### config.mk
export PLATFORM = sky130hd
export DESIGN_NAME = multibyte_add_seq
export DESIGN_NICKNAME = d
export VERILOG_FILES = /design/src/rtl/multibyte_add_seq.sv
export SDC_FILE = /design/constraint.sdc
export NUM_CORES = 1
export LEC_CHECK = 0
export ABC_AREA = 1
export CAP_MARGIN = 20
export CORE_ASPECT_RATIO = 1.1
export CORE_MARGIN = 10
export CORE_UTILIZATION = 45
export CTS_CLUSTER_SIZE = 30
export DETAILED_ROUTE_END_ITERATION = 10
export PLACE_DENSITY_LB_ADDON = 0.2
export SLEW_MARGIN = 15
export SYNTH_ARGS = -nofsm -noshare
export SYNTH_HDL_FRONTEND = slang
export SYNTH_SLANG_ARGS = --single-unit
### constraint.sdc
create_clock -name clk -period 1.3 [get_ports clk]
set_input_delay 0.26 -clock clk [delete_from_list [all_inputs] [get_ports clk]]
set_output_delay 0.26 -clock clk [all_outputs]
set_load 0.02 [all_outputs]
### src/rtl/multibyte_add_seq.sv
// ---------------------------------------------------------------------------
// multibyte_add_seq
//
// Sequential multi-byte adder/subtractor built around one external 8-bit
// combinational adder. Operand byte pairs are loaded least significant byte
// first. They are then summed one byte per cycle through the external adder,
// with the carry rippling through a register. The result is streamed out
// least significant byte first.
//
// Build option:
//   MULTIBYTE_ADD_SEQ_SUB_EN  defined   -> op_sub on the first accepted beat
//                                          selects A - B (A + ~B + 1)
//                             undefined -> op_sub is ignored; the block only
//                                          adds
//
// Parameters:
//   NBYTES     operand width in bytes (1..4)
//
// Ports:
//   clk        clock, rising edge
//   rst_n      asynchronous active-low reset
//   in_valid   operand byte pair present
//   in_ready   block accepts an operand byte pair (LOAD only)
//   in_a       operand A byte, LSB first
//   in_b       operand B byte, LSB first
//   op_sub     subtract request, sampled on the first beat of an operation
//   add_a      operand byte to the external adder (0 outside ADD)
//   add_b      operand byte to the external adder (0 outside ADD)
//   add_cin    carry-in to the external adder (0 outside ADD)
//   add_sum    external adder sum, same cycle as the drive
//   add_cout   external adder carry-out, same cycle as the drive
//   out_valid  result byte present
//   out_ready  consumer accepts the result byte
//   out_data   result byte, LSB first
//   out_last   final result byte
//   out_carry  final carry, non-zero only together with out_last
// ---------------------------------------------------------------------------
module multibyte_add_seq #(
    parameter int NBYTES = 2
) (
    input  logic       clk,
    input  logic       rst_n,
    input  logic       in_valid,
    output logic       in_ready,
    input  logic [7:0] in_a,
    input  logic [7:0] in_b,
    input  logic       op_sub,
    output logic [7:0] add_a,
    output logic [7:0] add_b,
    output logic       add_cin,
    input  logic [7:0] add_sum,
    input  logic       add_cout,
    output logic       out_valid,
    input  logic       out_ready,
    output logic [7:0] out_data,
    output logic       out_last,
    output logic       out_carry
);

    localparam int IDX_W = (NBYTES > 1) ? $clog2(NBYTES) : 1;
    localparam logic [IDX_W-1:0] IDX_LAST = IDX_W'(NBYTES - 1);

    localparam logic [1:0] ST_LOAD = 2'd0;
    localparam logic [1:0] ST_ADD  = 2'd1;
    localparam logic [1:0] ST_OUT  = 2'd2;

    logic [1:0]       state;
    logic [IDX_W-1:0] idx;
    logic [7:0]       a_byte [NBYTES];
    logic [7:0]       b_byte [NBYTES];
    logic [7:0]       r_byte [NBYTES];
    logic             carry;
    logic             sub;
    // Cleared by reset and set on the first clock afterwards, so in_ready
    // stays low while reset is held and rises one clock after release.
    logic             live;

    logic in_fire;
    logic out_fire;
    logic idx_last;

    assign idx_last = (idx == IDX_LAST);
    assign in_fire  = in_valid & in_ready;
    assign out_fire = out_valid & out_ready;

    always_ff @(posedge clk or negedge rst_n) begin
        if (!rst_n) begin
            state <= ST_LOAD;
            idx   <= '0;
            carry <= 1'b0;
            live  <= 1'b0;
            for (int i = 0; i < NBYTES; i++) begin
                a_byte[i] <= '0;
                b_byte[i] <= '0;
                r_byte[i] <= '0;
            end
        end else begin
            live <= 1'b1;
            case (state)
                ST_LOAD: begin
                    if (in_fire) begin
                        a_byte[idx] <= in_a;
                        b_byte[idx] <= in_b;
                        if (idx_last) begin
                            state <= ST_ADD;
                            idx   <= '0;
                        end else begin
                            idx <= idx + 1'b1;
                        end
                    end
                end
                ST_ADD: begin
                    r_byte[idx] <= add_sum;
                    carry       <= add_cout;
                    if (idx_last) begin
                        state <= ST_OUT;
                        idx   <= '0;
                    end else begin
                        idx <= idx + 1'b1;
                    end
                end
                ST_OUT: begin
                    if (out_fire) begin
                        if (idx_last) begin
                            state <= ST_LOAD;
                            idx   <= '0;
                        end else begin
                            idx <= idx + 1'b1;
                        end
                    end
                end
                default: begin
                    state <= ST_LOAD;
                    idx   <= '0;
                end
            endcase
        end
    end

`ifdef MULTIBYTE_ADD_SEQ_SUB_EN
    // The operation type is latched only on the first beat so a changing
    // op_sub on later beats cannot mix add and subtract within one operation.
    always_ff @(posedge clk or negedge rst_n) begin
        if (!rst_n) begin
            sub <= 1'b0;
        end else if (in_fire && (idx == '0)) begin
            sub <= op_sub;
        end
    end
`else
    logic unused_op_sub;
    assign unused_op_sub = op_sub;
    assign sub = 1'b0;
`endif

    // Subtraction is A + ~B + 1: invert B and inject the +1 as the carry-in
    // of the least significant byte.
    always_comb begin
        add_a   = '0;
        add_b   = '0;
        add_cin = 1'b0;
        if (state == ST_ADD) begin
            add_a   = a_byte[idx];
            add_b   = sub ? ~b_byte[idx] : b_byte[idx];
            add_cin = (idx == '0) ? sub : carry;
        end
    end

    assign in_ready  = live && (state == ST_LOAD);
    assign out_valid = (state == ST_OUT);
    assign out_data  = out_valid ? r_byte[idx] : 8'h00;
    assign out_last  = out_valid && idx_last;
    assign out_carry = out_last && carry;

endmodule

==> out/metrics.cfg <==
[status]
outcome = complete, but fails checks
violations = negative setup slack

[sta]
period_needed_ps = 1684
slew_violations = 0
finalSetupViolCount = 70
setup_slack_ps = -383.7
hold_violations = 0
timing.fmax_mhz = 593.9
grt_setup_unrepaired = yes
tns_ps = -14070
timing.final.crit_share_pct = 129.5
clock_skew_ps = 5.068

[cells_and_area]
layout-drive-gt1-share_pct = 35.09
n_antenna_cell = 0
finalInstanceArea_mm2 = 0.003918
layout.nets = 428
area_growth_pct = 55.77
n_fill_cell = 414

[synth]
yosys_most_used_dff = dfrtp_1
async_flop_share_pct = 100.0
synth.top_cell.area_share_pct = 52.74
synth_fp_nets = 340
synth_edf_count = 0
ys_warn_count = 0
syn-cell-area_mm2 = 0.002515
synth_top_cell_by_area = dfrtp_1
yosysMostFrequentCell = nand2_1
syn_inst = 310
yosysSeqAreaShare_pct = 52.74
yosys-top-cells-area = dfrtp_1 (53%), nand2_1 (26%), a21oi_1 (3.4%)
ys_seq_elements = 53
syn_area_per_cell_um2 = 8.113
synth_cell_types = 22
synthTopCellsByCount = nand2_1 (177), dfrtp_1 (53), a21oi_1 (17)

[setup_path]
cp_max_fo = 6
r2r-start = idx$_DFFE_PN0P_
end_kind = output pin
crit_path_start = idx$_DFFE_PN0P_
cp_common_cell = buf_6
path_cells = buf_6, nand2_8, clkinv_8, nand2_1, nand2_2, buf_6
slowest_delay_ps = 510
critical_path_class = flip-flop to output pin
cp.required_ps = 1040
cp.arrival_ps = 1420
crit_path_top_delay_cell = dfrtp_2
start_kind = flip-flop

[detailed_routing]
via_per_inst = 4.886
drt-total-wl_um = 6961
drc = 0
ant_nets = 0
num_vias = 2316
firstDrtPassIters = 4
drt-wirelength-per-cell_um = 14.69
drt_iter0_drc = 116

[global_route]
grt_pass1_vias = 2422
grt_usage_pct = 15.46
grt_max_degree = 54
antenna_found_initial = 0
grt.overflow.total = 0
grt_pass1_wl_um = 11590

[die]
dieArea_mm2 = 0.008982
ioPinCount = 59
start_util_pct = 46.61
fp.dieH_um = 98.41
rows = 28
dieWidth_um = 91.28
core_area_mm2 = 0.005395

[clocking]
cts_root_buf = clkbuf_8
cts_made_buffers = 5
clk_latency_ps = 310
cts_buffer_depth = 2
path_clk_slew_ps = 90
clock_sinks = 53
h-tree-depth = 2
cts_tree = yes

[worst_hold_path]
min_path_type = primary input to async pin

[placement]
gp_congestion = 0.7572
dp_slack_ps = -561.8
dpl_cell_area_mm2 = 0.003436
dp_hpwl_um = 4540
io_buffer_count = 57

[power_and_ir_drop]
peakVddDrop_v = 0.001232
total_leakage_power_nw = 1.885
power_density_mw_per_mm2 = 2139

[job]
cap_violations = 0

[area by class of cell]
cell class | instances | area [µm²] | share of cell area [%]
Sequential cell | 53 | 1329 | 33.92
Multi-Input combinational cell | 229 | 1304 | 33.28
Timing Repair Buffer | 91 | 973.4 | 24.85
Tap cell | 75 | 93.84 | 2.395
Inverter | 17 | 88.84 | 2.268
Clock buffer | 5 | 68.82 | 1.757
Clock inverter | 3 | 43.79 | 1.118
Timing Repair inverter | 1 | 16.27 | 0.4152
[worst max-delay path: cells and delay by family, from the launching register on]
family	cells	cell delay, ps
flip-flops	1	510
buffers and inverters	3	370
AND/OR/NAND/NOR	3	240
[state kept, by name, summed over array words and instances, names as in the netlist]
register,cells
b_byte,16
a_byte,16
carry,1
state,2
r_byte,16
live,1
idx,1
[metal layers]
metal	part of all wire, %	wire length [µm]	GRT usage (%)	up-vias
met4	1.3	90	3.619	0
met1	41	2867	17.77	1113
met2	52	3653	27.84	65
met5	0	0	0	-
met3	5.0	350	4.058	9
li1	-	-	-	1129
[what timing repair did]
item,4_1_cts,5_1_grt
pin swaps,7,4
endpoints found under the hold margin,53,0
setup buffers,8,2
hold buffers,1,0
gates cloned,3,1
endpoints found under the setup margin,62,80
gates resized for setup,207,29
[power by group]
group / leakage, nW / switching (mW) / total, mW / internal [mW]
sequential: 0.655 / 0.499 / 2.92 / 2.42
combinational: 1.17 / 2.44 / 4.32 / 1.89
clock: 0.0585 / 0.566 / 1.14 / 0.578
total: 1.88 / 3.50 / 8.38 / 4.88
[final timing paths]
| kind | endpoint | slack [ps] | depth (start not counted) |
|---|---|---|---|
| worst max-delay path | out_data[7] | -380 | 6 |
| worst min-delay path | b_byte[13]$_DFFE_PN0P_ | 450 | 3 |
| worst max register to register | b_byte[13]$_DFFE_PN0P_ | -210 | 8 |
| worst min register to register | b_byte[14]$_DFFE_PN0P_ | 490 | 2 |
| max in group asynchronous | idx$_DFFE_PN0P_ | 580 | 3 |
| min in group clk | b_byte[14]$_DFFE_PN0P_ | 490 | 2 |
[cells by family after synthesis]
| family | after synthesis | share of synthesized area, % |
|---|---|---|
| AND/OR/NAND/NOR | 191 | 31.79 |
| flip-flops | 53 | 52.74 |
| AO/OA/AOI/OAI | 36 | 8.458 |
| buffers and inverters | 29 | 6.865 |
| other | 1 | 0.1491 |
[metrics by stage]
stage | power (mW) | cells | hold slack [ps] | util (%)
global placement | 6.280 | 454 | 272.1 | 63.68
detailed placement | 6.384 | 454 | 270.6 | 63.68
global route | 8.956 | 474 | 484.4 | 72.61
CTS | 8.164 | 473 | 468.2 | 71.27
finish | 8.382 | 474 | 453.8 | 72.61
floorplan | 5.221 | 310 | -35.59 | -
[layout by cell type (no fill, tap or decap), types with 3 or more instances in the layout]
cell             Yosys  routed
buf_4                1      16
buf_12               0       3
inv_1               16      12
a21oi_4              0      12
nand2_1            177     151
buf_6                6      40
o21ai_2              8       9
dfrtp_1             53      51
a21oi_1             17       5
o21ai_1              0       6
nor2_4               4       6
o21ai_0             10       3
clkdlybuf4s50_1      0      27
nand2_2              1      24
clkbuf_8             1       5
nand2_8              0       3
Note: power is estimated with default switching activity, not from simulation.
